$ cat config.mk
export PLATFORM = sky130hd
export DESIGN_NAME = serial_adder_fsm
export DESIGN_NICKNAME = d
export VERILOG_FILES = /design/src/rtl/serial_adder_fsm.sv
export SDC_FILE = /design/constraint.sdc
export NUM_CORES = 1
export LEC_CHECK = 0
export ABC_AREA = 1
export BUFFER_PORTS_ARGS = -buffer_cell sky130_fd_sc_hd__buf_4
export CAP_MARGIN = 25
export CORE_MARGIN = 8
export CORE_UTILIZATION = 23
export DETAILED_ROUTE_END_ITERATION = 10
export PLACE_DENSITY = 0.37
export SLEW_MARGIN = 15
export SYNTH_ARGS = -nofsm -noshare
export SYNTH_HDL_FRONTEND = slang
export SYNTH_SLANG_ARGS = --single-unit
$ cat constraint.sdc
create_clock -name clk -period 2.9 [get_ports clk]
set_input_delay 0.29 -clock clk [delete_from_list [all_inputs] [get_ports clk]]
set_output_delay 0.29 -clock clk [all_outputs]
set_load 0.005 [all_outputs]
$ cat src/rtl/serial_adder_fsm.sv
// Bit-serial unsigned adder. Operands are latched on an accepted start and
// summed LSB-first through a one-bit full-adder cell with a registered carry.
// The N-bit sum and carry-out are presented with a one-cycle done strobe.
module serial_adder_fsm #(
   parameter int unsigned WIDTH = 8
) (
   input  logic             clk,
   input  logic             rst_n,
   input  logic             start,
   input  logic [WIDTH-1:0] a,
   input  logic [WIDTH-1:0] b,
   output logic             busy,
   output logic             done,
   output logic [WIDTH-1:0] sum,
   output logic             carry_out
);

   localparam int unsigned CW = (WIDTH > 1) ? $clog2(WIDTH) : 1;
   localparam logic [CW-1:0] LAST = CW'(WIDTH - 1);

   typedef enum logic [1:0] {
      IDLE  = 2'd0,
      SHIFT = 2'd1,
      DONE  = 2'd2
   } state_t;

   state_t           state;
   logic [WIDTH-1:0] a_sh;
   logic [WIDTH-1:0] b_sh;
   logic             carry;
   logic [CW-1:0]    cnt;
   logic             s;
   logic             c_next;

   // One-bit full-adder cell on the current LSB of the operand shift registers
   always_comb begin
      s      = a_sh[0] ^ b_sh[0] ^ carry;
      c_next = (a_sh[0] & b_sh[0]) | (carry & (a_sh[0] ^ b_sh[0]));
   end

   // Control FSM, operand/sum shift registers and registered outputs
   always_ff @(posedge clk) begin
      if (!rst_n) begin
         state     <= IDLE;
         a_sh      <= '0;
         b_sh      <= '0;
         carry     <= 1'b0;
         cnt       <= '0;
         busy      <= 1'b0;
         done      <= 1'b0;
         sum       <= '0;
         carry_out <= 1'b0;
      end else begin
         case (state)
            IDLE: begin
               done <= 1'b0;
               if (start) begin
                  a_sh      <= a;
                  b_sh      <= b;
                  carry     <= 1'b0;
                  cnt       <= '0;
                  carry_out <= 1'b0;
                  busy      <= 1'b1;
                  state     <= SHIFT;
               end
            end
            SHIFT: begin
               sum   <= {s, sum[WIDTH-1:1]};
               a_sh  <= a_sh >> 1;
               b_sh  <= b_sh >> 1;
               carry <= c_next;
               cnt   <= cnt + CW'(1);
               if (cnt == LAST) begin
                  carry_out <= c_next;
                  busy      <= 1'b0;
                  done      <= 1'b1;
                  state     <= DONE;
               end
            end
            DONE: begin
               done  <= 1'b0;
               state <= IDLE;
            end
            default: begin
               busy  <= 1'b0;
               done  <= 1'b0;
               state <= IDLE;
            end
         endcase
      end
   end

endmodule

; ---- Word-level counts from Yosys, hierarchy flattened
; Cells that the tools add are included.
; Widths: inputs -> output; s select.
[totals]
reg_bits = 33
in_bits = 19
output_inout_bits = 11
word_cells = 44
[op_classes]
add_sub_neg = 1
eq_ne = 5
n_mux = 16
n_bitwise = 6
reduce_logical = 7
[ops]
columns = cell, count
row1 = $pmux 8 s2, 2
row2 = $mux 8, 2
row3 = $pmux 3 s2, 1
row4 = $reduce_and 2->1, 3
row5 = $reduce_and 3->1, 2
row6 = $mux 1, 4
row7 = $mux 2, 2
row8 = $ne 2x2->1 const B, 2
row9 = $pmux 1 s2, 2
row10 = $pmux 2 s2, 1
row11 = $add 3x1->3 const B, 1
row12 = $eq 3x3->1 const B, 1
row13 = $mux 3, 1
row14 = $pmux 1 s3, 1
row15 = $and 1x1->1, 2
row16 = $eq 2x1->1 const B, 1
row17 = $eq 2x2->1 const B, 1
row18 = $logic_not 2->1, 1
row19 = $reduce_bool 2->1, 1
row20 = $xor 1x1->1, 2
row21 = $not 1->1, 1
row22 = $or 1x1->1, 1

; ---- Logic depth before layout (Yosys ltp)
[depth]
word_depth = 5
ltp_mapped = 8
ltp_nobuf = 7

; ---- Worst setup path before layout
; No wires, ideal clock.
[synth_timing]
path_type = register to register
startpoint = register a_sh[0]
endpoint = register carry_out
t_arrival_ns = 1.081
t_required_ns = 2.836
setup_slack_ns = 1.756
path_stages_with_launch = 8
n_path_buf = 0
period_less_slack_ns = 1.144
path_cell_list = dfxtp_1 -> inv_1 -> fa_1 -> inv_1 -> nand3_1 -> nand3_1 -> nand2_1 -> nor2_1
[synth_between]
elab_chain_cells = 5
elab_cells_between_ends = 6
[synth_rtl]
columns = item, line_no
row1 = start: declaration, 28  ; logic [WIDTH-1:0] a_sh;
row2 = start signal: assignment, 69  ; a_sh <= a_sh >> 1;
row3 = $xor 1x1->1, 38  ; c_next = (a_sh[0] & b_sh[0]) | (carry & (a_sh[0] ^ b_sh[0]));
row4 = $and 1x1->1, 38
row5 = $or 1x1->1 *, 38
row6 = $mux 1 *, 73  ; if (cnt == LAST) begin
row7 = $pmux 1 s2 *, 54  ; case (state)
row8 = end signal: assignment, 74  ; carry_out <= c_next;
row9 = end: declaration, 15  ; output logic carry_out
; Mark *: on every way between the ends. The rest lies on a longest branch, timed or not. The select of a mux whose other input is x is not followed.
; A chain may end at the register's enable or synchronous reset.

; ---- Final worst setup path
[layout_timing]
startpoint = register state[0]
endpoint = register a_sh[3]
[layout_between]
elab_chain_cells = 3
elab_cells_between_ends = 6
[layout_rtl]
columns = item, line_no
row1 = start: declaration, 27  ; state_t state;
row2 = start signal: assignment, 44  ; state <= IDLE;
row3 = start signal: assignment, 64  ; state <= SHIFT;
row4 = start signal: assignment, 77  ; state <= DONE;
row5 = $eq 2x1->1 / $logic_not 2->1 (equally long branches), 54
row6 = $reduce_bool 2->1 (no source line) / $ne 2x2->1 (equally long branches), n/a
row7 = $reduce_and 2->1 (no source line), n/a
; Parallel ways exist; a longest one is shown, timed or not.

==> results.json <==
{
  "outcome": "completed",
  "avgSynthCellArea_um2": 7.30,
  "setup_tns_ns": 0,
  "dr.pass1.iters": 4,
  "die_h_um": 95.1,
  "vias": 1236,
  "rows": 29,
  "insertedDiodeCount": 0,
  "post-dp-hpwl_mm": 2.29,
  "worstSetupPathType": "reg2reg",
  "worst_pin_slew_ns": 0.652,
  "ys.flop_type": "dfxtp_1",
  "clk_latency_ns": 0.28,
  "synth_cells": 197,
  "end_kind": "register",
  "power.total_mw": 1.05,
  "path_buf_inv": 1,
  "fin_area_um2": 1780,
  "viasPerCell": 4.09,
  "drc": 0,
  "gr-total-overflow": 0,
  "worstPathRequired_ns": 3.12,
  "start_kind": "register",
  "path_cells": "inv_2 -> nor2_4 -> nand2_1 -> nand2_1 -> nor2_1 -> nor2_1",
  "cpPeakStageDelay_ns": 0.53,
  "cts_hold_buf": 0,
  "antenna_left": 0,
  "slowest_stage": "dfxtp_1",
  "cp_max_fo": 27,
  "ctsLongestPathBuffers": 2,
  "vdd_drop_max_mv": 0.158,
  "period_minus_slack_ns": 1.54,
  "drive_gt1_share_pct": 20.4,
  "timing.fmax_mhz": 650,
  "p_leak_nw": 0.804,
  "worst_hold_path_type": "in2reg",
  "io_buffers": 29,
  "h-tree-depth": 2,
  "mostFrequentLayoutCell": "nand2_1",
  "critical_path.top_delay_family": "simple AND/OR/NAND/NOR gates",
  "post_drt_wl_per_cell_um": 11.8,
  "mostFrequentLayoutCells": "nand2_1 (52), nor2_1 (47), dfxtp_1 (33)",
  "fp.dieW_um": 95.1,
  "power.density_nw_per_um2": 594,
  "max_cap_violations": 0,
  "r2r_setup_slack_ns": 1.36,
  "area_growth_syn_to_layout_pct": 23.4,
  "antenna_found_initial": 0,
  "placed_cell_area_um2": 1670,
  "drt_iter0_drc": 47,
  "wl_mm": 3.58,
  "die_area_um2": 9040,
  "setup_violations": 0,
  "grt_max_degree": 28,
  "grt_pass1_vias": 1279,
  "synth_edf_count": 0,
  "hold_viol": 0,
  "syn_area_um2": 1440,
  "max-slew-margin-rel_pct": 56.4,
  "grt_usage_pct": 8.38,
  "ys_types": 18,
  "gp_congestion": 0.637,
  "core-area_um2": 6200,
  "finalClockSkew_ns": 0.00219,
  "cts.sink_count": 33,
  "slew_viol_final": 0,
  "async_reset_ff_share_pct": 0,
  "cts-root-buf": "clkbuf_8",
  "seq_area_frac_synth_pct": 45.9,
  "ios": 30,
  "cts_tree": "done",
  "grt_setup_unrepaired": "no",
  "arrival_ns": 1.76,
  "synth_seq_cells": 33,
  "nNetsFinal": 246,
  "cts_buffers": 5,
  "synthesis.nets": 219,
  "start_util_pct": 23.2,
  "period_share_pct": 53.1,
  "cts_resized": 0,
  "grt_pass1_wl_mm": 5.98,
  "yosysWarnings": 0,
  "clkTransAtPathRegs_ns": 0.07,
  "cts_setup_buffers": 0
}
==> registers in the layout, summed over array words and instances, names as in the netlist <==
signal / count
carry: 1
state: 2
carry_out: 1
cnt: 3
a_sh: 8
b_sh: 8
done: 1
busy: 1
sum: 8
==> logic make-up after synthesis <==
family,Yosys count,synth area share (%)
buf+inv,18,7.83
simple gates,108,30.2
fa+ha+maj,3,3.13
flops,33,45.9
compound gates,35,13.0
==> final cells by class <==
type | count | area (um2)
Fill cell | 712 | 4430
Multi-Input combinational cell | 146 | 666
Sequential cell | 33 | 661
Timing Repair Buffer | 29 | 218
Clock buffer | 7 | 96.3
Tap cell | 77 | 96.3
Inverter | 9 | 33.8
Clock inverter | 1 | 5.00
==> worst min-delay path: cells and delay by family <==
| kind | cells | cell delay (ns) |
|---|---|---|
| buf+inv | 1 | 0.11 |
| simple gates | 1 | 0.05 |
| compound gates | 1 | 0.05 |
==> per-layer routing <==
layer	track usage (%)	wire length, um	up-vias
li1	-	-	671
met1	9.99	1760	538
met2	13.6	1570	22
met3	2.83	197	5
met4	3.12	49	0
met5	0	0	-
==> Yosys cell counts (3+ instances only) <==
master / instances / area [um2]
inv_1: 7 / 26.3
o21ai_1: 3 / 15.0
o21ai_0: 21 / 105
nand2_1: 52 / 195
buf_6: 5 / 56.3
nand2_2: 4 / 25.0
nand3_1: 3 / 15.0
a21oi_1: 10 / 50.1
nor2_1: 47 / 176
dfxtp_1: 33 / 661
==> power by group <==
part	switching [mW]	internal (mW)	total, mW
combinational	0.0856	0.0674	0.153
clock	0.176	0.215	0.391
sequential	0.0224	0.489	0.511
==> path summary, 6_finish.rpt <==
check | cells after the start | startpoint | endpoint
worst max-delay path | 6 | state[0] | a_sh[3]
worst min-delay path | 3 | a[7] | a_sh[7]
worst max register to register | 6 | state[0] | a_sh[3]
worst min register to register | 1 | cnt[0] | cnt[0]
==> stage by stage <==
stage	utilization (%)	setup WS [ns]	hold slack [ns]	std cells
2_1_floorplan	-	1.76	0.428	197
3_3_place_gp	27.0	1.35	0.452	294
3_5_place_dp	27.0	1.35	0.458	294
4_1_cts	28.6	1.33	0.265	302
5_1_grt	28.6	1.17	0.281	302
6_report	28.6	1.36	0.273	302
(Power assumes the default switching activity.)
